**config.mk**
```make
export PLATFORM = sky130hd
export DESIGN_NAME = dcache_tag_lookup
export DESIGN_NICKNAME = d
export VERILOG_FILES = /design/src/rtl/dcache_tag_lookup.sv
export SDC_FILE = /design/constraint.sdc
export NUM_CORES = 1
export LEC_CHECK = 0
export ABC_AREA = 0
export CORE_UTILIZATION = 40
export DETAILED_ROUTE_END_ITERATION = 10
export PLACE_DENSITY_LB_ADDON = 0.2
export SLEW_MARGIN = 10
export SYNTH_ARGS = -nofsm -noshare
export SYNTH_HDL_FRONTEND = slang
export SYNTH_SLANG_ARGS = --single-unit
```
**constraint.sdc**
```tcl
create_clock -name clk -period 11.16 [get_ports clk]
set_input_delay 3.348 -clock clk [delete_from_list [all_inputs] [get_ports clk]]
set_output_delay 3.348 -clock clk [all_outputs]
set_load 0.005 [all_outputs]
```
**src/rtl/dcache_tag_lookup.sv**
```systemverilog
// Tag lookup / refill controller for the DCACHE_TAG simple-dual-port RAM.
// Sweeps the RAM invalid after reset, then serves lookups, invalidates and line fills.
module dcache_tag_lookup #(
   parameter int ADDR_W = 32,
   parameter int IDX_W  = 9,
   parameter int OFF_W  = 3,
   parameter int TAG_W  = ADDR_W - IDX_W - OFF_W
) (
   input  logic              clk,
   input  logic              rst,
   input  logic              req_valid,
   output logic              req_ready,
   input  logic [ADDR_W-1:0] req_addr,
   input  logic              req_inv,
   output logic              rsp_valid,
   output logic              rsp_hit,
   output logic              fill_req_valid,
   output logic [ADDR_W-1:0] fill_req_addr,
   input  logic              fill_ack,
   output logic              tag_wr_en,
   output logic [IDX_W-1:0]  tag_wr_addr,
   output logic [TAG_W:0]    tag_wr_data,
   output logic [IDX_W-1:0]  tag_rd_addr,
   input  logic [TAG_W:0]    tag_rd_data,
   output logic [15:0]       hit_cnt,
   output logic [15:0]       miss_cnt
);

   typedef enum logic [2:0] {
      S_INIT,
      S_IDLE,
      S_CMP,
      S_MISS,
      S_UPD
   } state_t;

   state_t              state_q;
   logic [IDX_W-1:0]    cnt_q;
   logic [IDX_W-1:0]    idx_q;
   logic [TAG_W-1:0]    tag_q;
   logic                inv_q;
   logic                wr_en_q;
   logic [IDX_W-1:0]    wr_addr_q;
   logic [TAG_W:0]      wr_data_q;
   logic                fill_valid_q;
   logic [ADDR_W-1:0]   fill_addr_q;
   logic [15:0]         hit_cnt_q;
   logic [15:0]         miss_cnt_q;

   logic [IDX_W-1:0]    req_idx;
   logic [TAG_W-1:0]    req_tag;
   logic                match;

   assign req_idx = req_addr[OFF_W+IDX_W-1:OFF_W];
   assign req_tag = req_addr[ADDR_W-1:OFF_W+IDX_W];
   assign match   = tag_rd_data[TAG_W] && (tag_rd_data[TAG_W-1:0] == tag_q);

   // Response depends on the RAM data of the compare cycle, so it is decoded from state.
   assign req_ready   = (state_q == S_IDLE);
   assign rsp_valid   = ((state_q == S_CMP) && (inv_q || match)) ||
                        ((state_q == S_UPD) && !inv_q);
   assign rsp_hit     = (state_q == S_CMP) && match;
   assign tag_rd_addr = (state_q == S_IDLE) ? req_idx : idx_q;

   assign tag_wr_en      = wr_en_q;
   assign tag_wr_addr    = wr_addr_q;
   assign tag_wr_data    = wr_data_q;
   assign fill_req_valid = fill_valid_q;
   assign fill_req_addr  = fill_addr_q;
   assign hit_cnt        = hit_cnt_q;
   assign miss_cnt       = miss_cnt_q;

   always_ff @(posedge clk or posedge rst) begin
      if (rst) begin
         state_q      <= S_INIT;
         cnt_q        <= '0;
         idx_q        <= '0;
         tag_q        <= '0;
         inv_q        <= 1'b0;
         wr_en_q      <= 1'b0;
         wr_addr_q    <= '0;
         wr_data_q    <= '0;
         fill_valid_q <= 1'b0;
         fill_addr_q  <= '0;
         hit_cnt_q    <= '0;
         miss_cnt_q   <= '0;
      end else begin
         case (state_q)
            S_INIT: begin
               // Leave once the write of the last entry has been presented for a cycle.
               if (wr_en_q && (wr_addr_q == '1)) begin
                  wr_en_q <= 1'b0;
                  state_q <= S_IDLE;
               end else begin
                  wr_en_q   <= 1'b1;
                  wr_addr_q <= cnt_q;
                  wr_data_q <= '0;
                  cnt_q     <= cnt_q + IDX_W'(1);
               end
            end
            S_IDLE: begin
               if (req_valid) begin
                  idx_q   <= req_idx;
                  tag_q   <= req_tag;
                  inv_q   <= req_inv;
                  state_q <= S_CMP;
               end
            end
            S_CMP: begin
               if (inv_q) begin
                  if (match) begin
                     wr_en_q   <= 1'b1;
                     wr_addr_q <= idx_q;
                     wr_data_q <= {1'b0, tag_q};
                     state_q   <= S_UPD;
                  end else begin
                     state_q <= S_IDLE;
                  end
               end else if (match) begin
                  if (hit_cnt_q != 16'hFFFF) hit_cnt_q <= hit_cnt_q + 16'd1;
                  state_q <= S_IDLE;
               end else begin
                  if (miss_cnt_q != 16'hFFFF) miss_cnt_q <= miss_cnt_q + 16'd1;
                  fill_valid_q <= 1'b1;
                  fill_addr_q  <= {tag_q, idx_q, {OFF_W{1'b0}}};
                  state_q      <= S_MISS;
               end
            end
            S_MISS: begin
               if (fill_ack) begin
                  fill_valid_q <= 1'b0;
                  wr_en_q      <= 1'b1;
                  wr_addr_q    <= idx_q;
                  wr_data_q    <= {1'b1, tag_q};
                  state_q      <= S_UPD;
               end
            end
            S_UPD: begin
               wr_en_q <= 1'b0;
               state_q <= S_IDLE;
            end
            default: state_q <= S_INIT;
         endcase
      end
   end

endmodule

```
# ---- Word level (Yosys, flattened, before mapping)
# Index checks and enable logic that the tools add are counted.
dict set report totals {
  reg_bits 135
  wordCells 82
  inputBits 58
}
dict set report op_classes {
  add_sub_neg 3
  n_eq_ne 16
  bitwise_logic 3
  muxes 27
  n_reduce_logical 21
}
# op n
set op_table {}
lappend op_table {{21-bit 2-to-1 mux} 4}
lappend op_table {{21-bit one-hot mux with 3 select lines} 1}
lappend op_table {{9-bit 2-to-1 mux} 5}
lappend op_table {{16-bit by 1-bit adder with 16-bit output, second input constant} 2}
lappend op_table {{16-bit inequality test, second input constant} 2}
lappend op_table {{9-bit one-hot mux with 3 select lines} 1}
lappend op_table {{20-bit equality test} 1}
lappend op_table {{2-bit inequality test, second input constant} 8}
lappend op_table {{4-bit AND reduction} 4}
lappend op_table {{3-bit 2-to-1 mux} 5}
lappend op_table {{3-bit one-hot mux with 5 select lines} 1}
lappend op_table {{9-bit by 1-bit adder with 9-bit output, second input constant} 1}
lappend op_table {{9-bit equality test, second input constant} 1}
lappend op_table {{1-bit 2-to-1 mux} 7}
lappend op_table {{3-bit by 2-bit equality test with 1-bit output, second input constant} 2}
lappend op_table {{3-bit AND reduction} 2}
lappend op_table {{1-bit logical AND} 5}
lappend op_table {{5-bit AND reduction} 1}
lappend op_table {{1-bit one-hot mux with 4 select lines} 1}
lappend op_table {{2-bit AND reduction} 2}
lappend op_table {{4-bit nonzero test} 1}
lappend op_table {{3-bit by 1-bit equality test with 1-bit output, second input constant} 1}
lappend op_table {{3-bit equality test, second input constant} 1}
lappend op_table {{3-bit zero test} 1}
lappend op_table {{other kinds (7)} 10}

# ---- Depth between registers and ports, before layout
# Gate-level depths: netlist of the first run.
dict set report depth {
  word_depth 5
  mapped_depth 8
}

# ---- Worst setup path after synthesis of the first run
# Ideal clock, no wire load.
dict set report synth_timing {
  kind {input-to-output}
  startpoint {input tag_rd_data[14]}
  endpoint {output rsp_valid}
  cell_stages 8
  slack_ns 2.962
  t_arrival_ns 4.850
  path_cell_list {xor2_1 -> a2111o_1 -> a2111oi_4 -> and3_4 -> buf_6 -> buf_6 -> o21ai_0 -> o31ai_1}
}
dict set report synth_between {
  elab_chain_cells 5
}
# element line
set synth_lines {}
lappend synth_lines {{start, declared} 24} ;# input logic [TAG_W:0] tag_rd_data,
lappend synth_lines {{20-bit equality test} 56} ;# assign match = tag_rd_data[TAG_W] && (tag_rd_data[TAG_W-1:0] == tag_q);
lappend synth_lines {{1-bit logical AND} 56}
lappend synth_lines {{1-bit logical OR} 60} ;# assign rsp_valid = ((state_q == S_CMP) && (inv_q || match)) ||
lappend synth_lines {{1-bit logical AND} 60}
lappend synth_lines {{1-bit logical OR} 60}
lappend synth_lines {{end, declared} 15} ;# output logic rsp_valid,
# Every way passes these cells.

# ---- Worst setup path after layout of the first run
# Same ends and word-level chain as after synthesis.

==> summary.md, run 1 <==
| Metric | Value |
|---|---|
| Worst setup path end | rsp_valid |
| Most frequent cells in the layout | clkdlybuf4s50_1, dfrtp_1, mux2_2 |
| Synth top area share | 55.85% |
| Multi-input logic area | 0.002546 sq mm |
| Setup bufs post-CTS | 0 |
| Avg Inst Size Synth | 13.01 sq um |
| DR vias | 4369 |
| Worst setup path startpoint | tag_rd_data[14] |
| Worst-path cell chain | clkdlybuf4s50_1 > xor2_1 > a2111o_1 > a2111oi_4 > and3_4 > o21ai_0 > o31ai_1 > clkdlybuf4s50_1 |
| CTS tree | done |
| Share of cells above drive strength 1 | 19.84% |
| Ports | 166 |
| Sequential power share | 38.8% |
| Gate power share | 36.3% |
| Hold Crit Class | register to register |
| Fin nets | 687 |
| Worst path arrival time | 6.02 ns |
| Worst Setup Start Kind | input pin |
| Worst EP required | 7.81 ns |
| Initial antenna violation count | 0 |
| Sequential Area | 0.003378 sq mm |
| Commonest non-fill, non-tap cell in the layout | clkdlybuf4s50_1 |
| Max-cap violations | 0 |
| Clock Latency Late Sink | 0.41 ns |
| Iter 0 DRT Violations | 223 |
| Fin crit period | 9.373 ns |
| Clk sink count | 135 |
| Final period utilization | 83.98% |
| Critical path's largest stage delay | 0.59 ns |
| Number of H-tree levels | 4 |
| CP dominant cell by count | clkdlybuf4s50_1 |
| Crit path max fanout | 21 |
| Core region area | 0.01464 sq mm |
| Status | finished, violations left |
| Final hold violations | 0 |
| Reg-to-Reg Start | state_q[1]$_DFFE_PP0P_ |
| Max_slew headroom | 28.33% |
| Standard-cell row count | 44 |
| Slew Limit Fails | 0 |
| Die height | 125.0 um |
| Fin area | 0.008333 sq mm |
| Post-synth EDFFs | 0 |
| Routed len/inst | 18.14 um |
| Number of cells upsized or downsized after cts | 0 |
| Total Routing Usage GR | 19.93% |
| P&R area growth vs syn | 37.77% |
| Clock slew at reported path FFs | 0.05 ns |
| Slowest CP cell | clkdlybuf4s50_1 |
| Largest net degree at the start of global routing | 78 |
| Antenna Nets Post-Route | 0 |
| Clock buffer depth | 2 |
| Sequential cell area fraction in the yosys report | 55.85% |
| Gpl congestion | 0.8150 |
| WS Path Type | input pin to output port |
| Synth area leader | dfrtp_1 |
| # diodes | 0 |
| Sw power | 624.0 uW |
| RSZ-0062 raised after global routing | false |
| PD cells | 246.9 mW/mm^2 |
| Final setup TNS | 0 ns |
| Top cells by area, synth | dfrtp_1, mux2_2, xnor2_1, a22o_1, mux2_4 |
| Post-synth ARST share | 100.0% |
| # fillers | 1240 |
| Post-DP HPWL | 9979 um |
| LEAKAGE | 0.003506 uW |
| R2R cell count | 7 |
| Cts hold-fix bufs | 0 |
| Die area | 0.01562 sq mm |
| First-pass GRT wire length | 24030 um |
| Least-Margin Pin Slew | 1.071 ns |
| Global route overflow | 0 |
| R2r endpoint | miss_cnt[1]$_DFFE_PP0P_ |
| Synthesized area | 0.006048 sq mm |
| #FFs+latches synth | 135 |
| Post-Place Cell Area | 0.007796 sq mm |
| Reg2reg setup slack | 8.08 ns |
| Port-buffer cells | 159 |
| DR pass1 iterations | 9 |
| Power share of the clock group | 24.8% |
| Max Clk Rate | 106.7 MHz |
| Final setup violation count | 0 |
| Peak supply drop | 0.0001265 V |
| Synth warn | 0 |
| DRC | 12 |
| Post-synthesis instance total | 465 |
| Inserted Clock Buffers | 17 |
| Number of global-route vias before repair | 4448 |
| Worst setup EP type | output port |
| CTS root buffer | clkbuf_16 |
| Clock Skews | 0.009093 ns |
| Internal cell power | 1434 uW |
| DR vias/cell | 5.335 |
| Switch share | 30.33% |
| Main synth FF type | dfrtp_1 |
| Initial core utilization | 41.30% |
| Synth unique cells | 46 |
| Die W | 125.0 um |
| Wirelength, routed | 14860 um |
| Failing checks | design-rule violations |
## kinds of logic after synthesis
kind of cell,Yosys count,share of synthesized area (%)
other cells,1,0.06200
flops,135,55.85
simple gates,111,10.20
xor+xnor,53,7.675
buf+inv,30,2.627
fa+ha+maj,3,0.6207
mux,88,16.94
compound gates,44,6.020
## power by group through the flow
stage                     clock network [uW]  registers [uW]  logic (uW)
after CTS                                524             800         760
after global placement                     0             797         745
final                                    511             799         748
after detailed placement                   0             805         756
after global routing                     547             823         809
after floorplan                            0             770         433
## worst max-delay path, delay by kind of cell
kind	cells	cell delay (ns)
and+or+nand+nor	1	0.44
AOI/OAI and AO/OA	4	1.08
buffers and inverters	2	1.01
xor gates and xnor gates	1	0.16
## Yosys cell counts, drive strengths merged, types with 2 or more instances
library cell	count
inv	8
nand2	13
xnor2	48
nand2b	3
a22o	20
nor3	4
ha	3
and3	19
nand4	19
xor2	5
nand3	23
a21o	2
nor2b	2
mux2	88
nor2	14
a2111oi	2
a21oi	4
or2	4
buf	14
o21ai	5
o22ai	2
clkbuf	8
a31oi	3
and4	6
dfrtp	135
## worst min-delay path by stage
stage	from	endpoint	slack (ns)	cells after the start
after floorplan	cnt_q[8]$_DFFE_PP0N_	cnt_q[8]$_DFFE_PP0N_	0.44	1
after global placement	cnt_q[8]$_DFFE_PP0N_	cnt_q[8]$_DFFE_PP0N_	0.45	1
after detailed placement	cnt_q[8]$_DFFE_PP0N_	cnt_q[8]$_DFFE_PP0N_	0.46	1
after CTS	fill_req_valid$_DFFE_PP0P_	fill_req_valid$_DFFE_PP0P_	0.48	1
after global routing	cnt_q[8]$_DFFE_PP0N_	cnt_q[8]$_DFFE_PP0N_	0.51	1
final	fill_req_valid$_DFFE_PP0P_	fill_req_valid$_DFFE_PP0P_	0.48	1
## layer usage
metal  vias up  global-route usage [%]  share of wire (%)
met5         -                       0                  0
met4         0                   6.313                1.2
met3        15                   8.900                8.8
met2       135                   30.56                 47
met1      2215                   25.22                 43
li1       2004                       -                  -
## layout make-up
cell class	instances	area share [%]
Tap cell	184	2.763
Multi-Input combinational cell	302	30.56
Sequential cell	135	40.54
Clock inverter	4	0.5706
Timing Repair Buffer	162	19.37
Inverter	8	0.4204
Clock buffer	24	5.781
## per-stage QoR
step | setup slack, ns | power (uW) | cells | util (%) | hold WS, ns
CTS | 1.788 | 2085 | 819 | 56.85 | 0.4796
detailed placement | 1.795 | 1561 | 791 | 53.24 | 0.4609
global route | 1.644 | 2179 | 819 | 56.90 | 0.5087
floorplan | 2.962 | 1202 | 467 | - | 0.4362
global placement | 1.841 | 1542 | 791 | 53.24 | 0.4511
finish | 1.787 | 2058 | 819 | 56.90 | 0.4767
## sequential cells by signal, indices dropped and copies added, names as in the netlist
register and cells:
tag_wr_data 21, tag_wr_addr 9, idx_q 9, inv_q 1, tag_q 20, hit_cnt 16, cnt_q 9, tag_wr_en 1
state_q 3, fill_req_addr 29, fill_req_valid 1, miss_cnt 16
Power figures use the tool's default switching activity.
==> run 2, diff against run 1 <==
==> constraint.sdc (replaced) <==
create_clock -name clk -period 7.9 [get_ports clk]
set_input_delay 2.37 -clock clk [delete_from_list [all_inputs] [get_ports clk]]
set_output_delay 2.37 -clock clk [all_outputs]
set_load 0.005 [all_outputs]
==> run 2 against run 1 <==
The run still ends with design-rule violations left. Clock power up 56%. Sequential share of layout area fell by 0.31 points. Wire length shrank 2.4%. First-iteration DRC count up 0.90%. Non-clock buffer count up 1. Die area stayed put. Largest power group unchanged.
==> summary.md, run 2 (same netlist as run 1, synthesis figures left out) <==
| Metric | Value |
|---|---|
| Status | finished, violations left |
| Failing checks | design-rule violations |
| Delay-heaviest family, CP | compound AO/OA/AOI/OAI gates |
| DRC | 12 (unchanged) |
| Cts hold-fix bufs | 0 (unchanged) |
| Fin crit period | 7.369 ns |
| Post-DP HPWL | 9921 um (-0.58%) |
| Number of flip-flops in the largest register | 29 (unchanged) |
| Number of global-route vias before repair | 4390 (-1.3%) |
| Power share of the clock group | 26.7% (+1.9 points) |
| Port-buffer cells | 159 (unchanged) |
| Sw power | 892.0 uW (+43%) |
| Commonest non-fill, non-tap cell in the layout | clkdlybuf4s50_1 |
| Largest net degree at the start of global routing | 84 (+7.7%) |
| CP dominant cell by count | clkdlybuf4s50_1 |
| Antenna Nets Post-Route | 0 (unchanged) |
| Cell Count, Final, Fillers Out | 822 (+0.37%) |
| Die height | 125.0 um (unchanged) |
| Final setup TNS | 0 ns (unchanged) |
| Least-Margin Pin Slew | 1.091 ns (+0.02014 ns) |
| Gate power share | 35.5% (-0.8 points) |
| RSZ-0062 raised after global routing | false |
| Worst Setup Start Kind | input pin |
| Peak supply drop | 0.0001725 V (+36%) |
| Clock slew at reported path FFs | 0.05 ns (about the same) |
| Cell depth of the worst setup path | 8 (unchanged) |
| DR vias/cell | 5.227 (-2.0%) |
| Share of cells above drive strength 1 | 20.69% (+0.85 points) |
| Clock Latency Late Sink | 0.41 ns (about the same) |
| Worst path arrival time | 5.00 ns (-1.02 ns) |
| CTS root buffer | clkbuf_16 |
| Hold Slack | 0.4729 ns (-0.003796 ns) |
| Number of H-tree levels | 4 (unchanged) |
| Internal cell power | 2092 uW (+46%) |
| DR vias | 4297 (-1.6%) |
| Max-cap violations | 0 (unchanged) |
| R2R cell count | 7 (unchanged) |
| Hold Crit Endpoint | cnt_q[8]$_DFFE_PP0N_ |
| Final hold violations | 0 (unchanged) |
| Slowest CP cell | clkdlybuf4s50_1 |
| Setup slack at placement | 0.5061 ns (-1.289 ns) |
| Clk sink count | 135 (unchanged) |
| Hold depth | 1 (unchanged) |
| Global route overflow | 0 (unchanged) |
| Final period utilization | 93.28% |
| Clock Skews | 0.009351 ns (+0.0002582 ns) |
| Reg-to-Reg Start | state_q[1]$_DFFE_PP0P_ |
| Max Clk Rate | 135.7 MHz |
| Worst EP required | 5.53 ns (-2.28 ns) |
| Fin nets | 688 (+0.15%) |
| Core region area | 0.01464 sq mm (unchanged) |
| Wirelength, routed | 14500 um (-2.4%) |
| Max_slew headroom | 26.98% (-1.3 points) |
| PD cells | 355.3 mW/mm^2 (+44%) |
| Final setup violation count | 0 (unchanged) |
| Buffers and inverters on the worst path | 2 (unchanged) |
| # diodes | 0 (unchanged) |
| Gpl congestion | 0.7887 (-3.2%) |
| Hold Crit Class | register to register |
| Post-route setup slack | 0.5309 ns (-1.256 ns) |
| Initial core utilization | 41.30% (unchanged) |
| LEAKAGE | 0.003550 uW (+1.3%) |
| Worst-path cell chain | clkdlybuf4s50_1 > xor2_1 > a2111o_1 > a2111oi_4 > and3_4 > o21ai_0 > o31ai_1 > clkdlybuf4s50_1 |
| Initial antenna violation count | 0 (unchanged) |
| Total Routing Usage GR | 19.54% (-0.39 points) |
| Number of cells upsized or downsized after cts | 0 (unchanged) |
| Iter 0 DRT Violations | 225 (+0.90%) |
| Hold Path Origin | cnt_q[8]$_DFFE_PP0N_ |
| Setup bufs post-CTS | 0 (unchanged) |
| Standard-cell row count | 44 (unchanged) |
| WS Path Type | input pin to output port |
| Inserted Clock Buffers | 17 (unchanged) |
| Crit path max fanout | 21 (unchanged) |
| Slew Limit Fails | 0 (unchanged) |
| Routed len/inst | 17.64 um (-2.8%) |
| CTS tree | done |
| Die W | 125.0 um (unchanged) |
| First-pass GRT wire length | 23540 um (-2.0%) |
| Switch share | 29.90% (-0.43 points) |
| Most frequent cells in the layout | clkdlybuf4s50_1, dfrtp_1, mux2_2 |
| R2r endpoint | miss_cnt[1]$_DFFE_PP0P_ |
| # fillers | 1251 (+0.89%) |
| Dpl cells | 792 (+0.13%) |
| P&R area growth vs syn | 38.85% |
| Reg2reg setup slack | 4.63 ns (-3.45 ns) |
| Worst setup EP type | output port |
| Ports | 166 (unchanged) |
| Die area | 0.01562 sq mm (unchanged) |
| Clock buffer depth | 2 (unchanged) |
| DR pass1 iterations | 8 (-1) |
| Sequential power share | 37.7% (-1.1 points) |
| Critical path's largest stage delay | 0.58 ns (about the same) |
==> run 2: changes by cell type in the layout (fill, tap and decap cells not counted) <==
cell | previous run | this run
bufinv_16 | 1 | 3
buf_4 | 3 | 4
a41oi_1 | 0 | 1
a41oi_2 | 1 | 0
clkbuf_1 | 4 | 0
clkinv_2 | 2 | 6
==> run 2: per-stage QoR <==
step	total power, uW	instance area [sq um]	utilization (%)
after floorplan	1699	6056	-
after global placement	2180	7804	53.29
after detailed placement	2209	7804	53.29
after CTS	3024	8398	57.35
after global routing	3151	8398	57.35
final	2984	8398	57.35
==> run 2: cell type report <==
| class | instances | area (sq um) | area share, % |
|---|---|---|---|
| repair buffers | 163 | 1622 | 19.31 |
| multi-input cells | 302 | 2539 | 30.23 |
| clock buffers | 20 | 466.7 | 5.557 |
| clock inverters | 10 | 127.6 | 1.520 |
| flip-flops and latches | 135 | 3378 | 40.23 |
| well taps | 184 | 230.2 | 2.741 |
| inverters | 8 | 35.03 | 0.4172 |
==> run 2: worst max-delay path by stage <==
stage                          startpoint        end  slack (ns)
final                     tag_rd_data[14]  rsp_valid        0.53
after global routing      tag_rd_data[14]  rsp_valid        0.38
after CTS                 tag_rd_data[14]  rsp_valid        0.50
after detailed placement  tag_rd_data[14]  rsp_valid        0.51
after global placement    tag_rd_data[14]  rsp_valid        0.55
after floorplan           tag_rd_data[14]  rsp_valid        1.66
==> run 2: metal layers <==
metal	vias up	global-route usage [%]	wire length [um]
met5	-	0	0
met4	0	7.030	187
met3	18	7.959	1169
met2	138	29.81	6724
met1	2144	25.03	6414
li1	1997	-	-
==> run 2: power by group through the flow <==
stage	logic (uW)	registers, uW	clock network, uW
after floorplan	611	1090	0
after global placement	1050	1130	0
after detailed placement	1070	1140	0
after CTS	1080	1130	816
after global routing	1140	1160	846
final	1060	1130	798
==> run 2: worst reg2reg max path, delay by kind of cell (launching register included) <==
kind | cells | cell delay [ns]
simple gates | 4 | 1.12
buf+inv | 1 | 0.42
compound gates | 1 | 0.85
mux | 1 | 0.29
flops | 1 | 0.48
==> run 3, diff against run 2 <==
--- a/config.mk
+++ b/config.mk
@@ -7,6 +7,7 @@
 export LEC_CHECK = 0
 export ABC_AREA = 0
 export CORE_UTILIZATION = 40
+export CTS_CLUSTER_DIAMETER = 150
 export DETAILED_ROUTE_END_ITERATION = 10
 export PLACE_DENSITY_LB_ADDON = 0.2
 export SLEW_MARGIN = 10
==> results of run 3 <==
No change in the layout: final DEF, timing and power equal those of run 2.
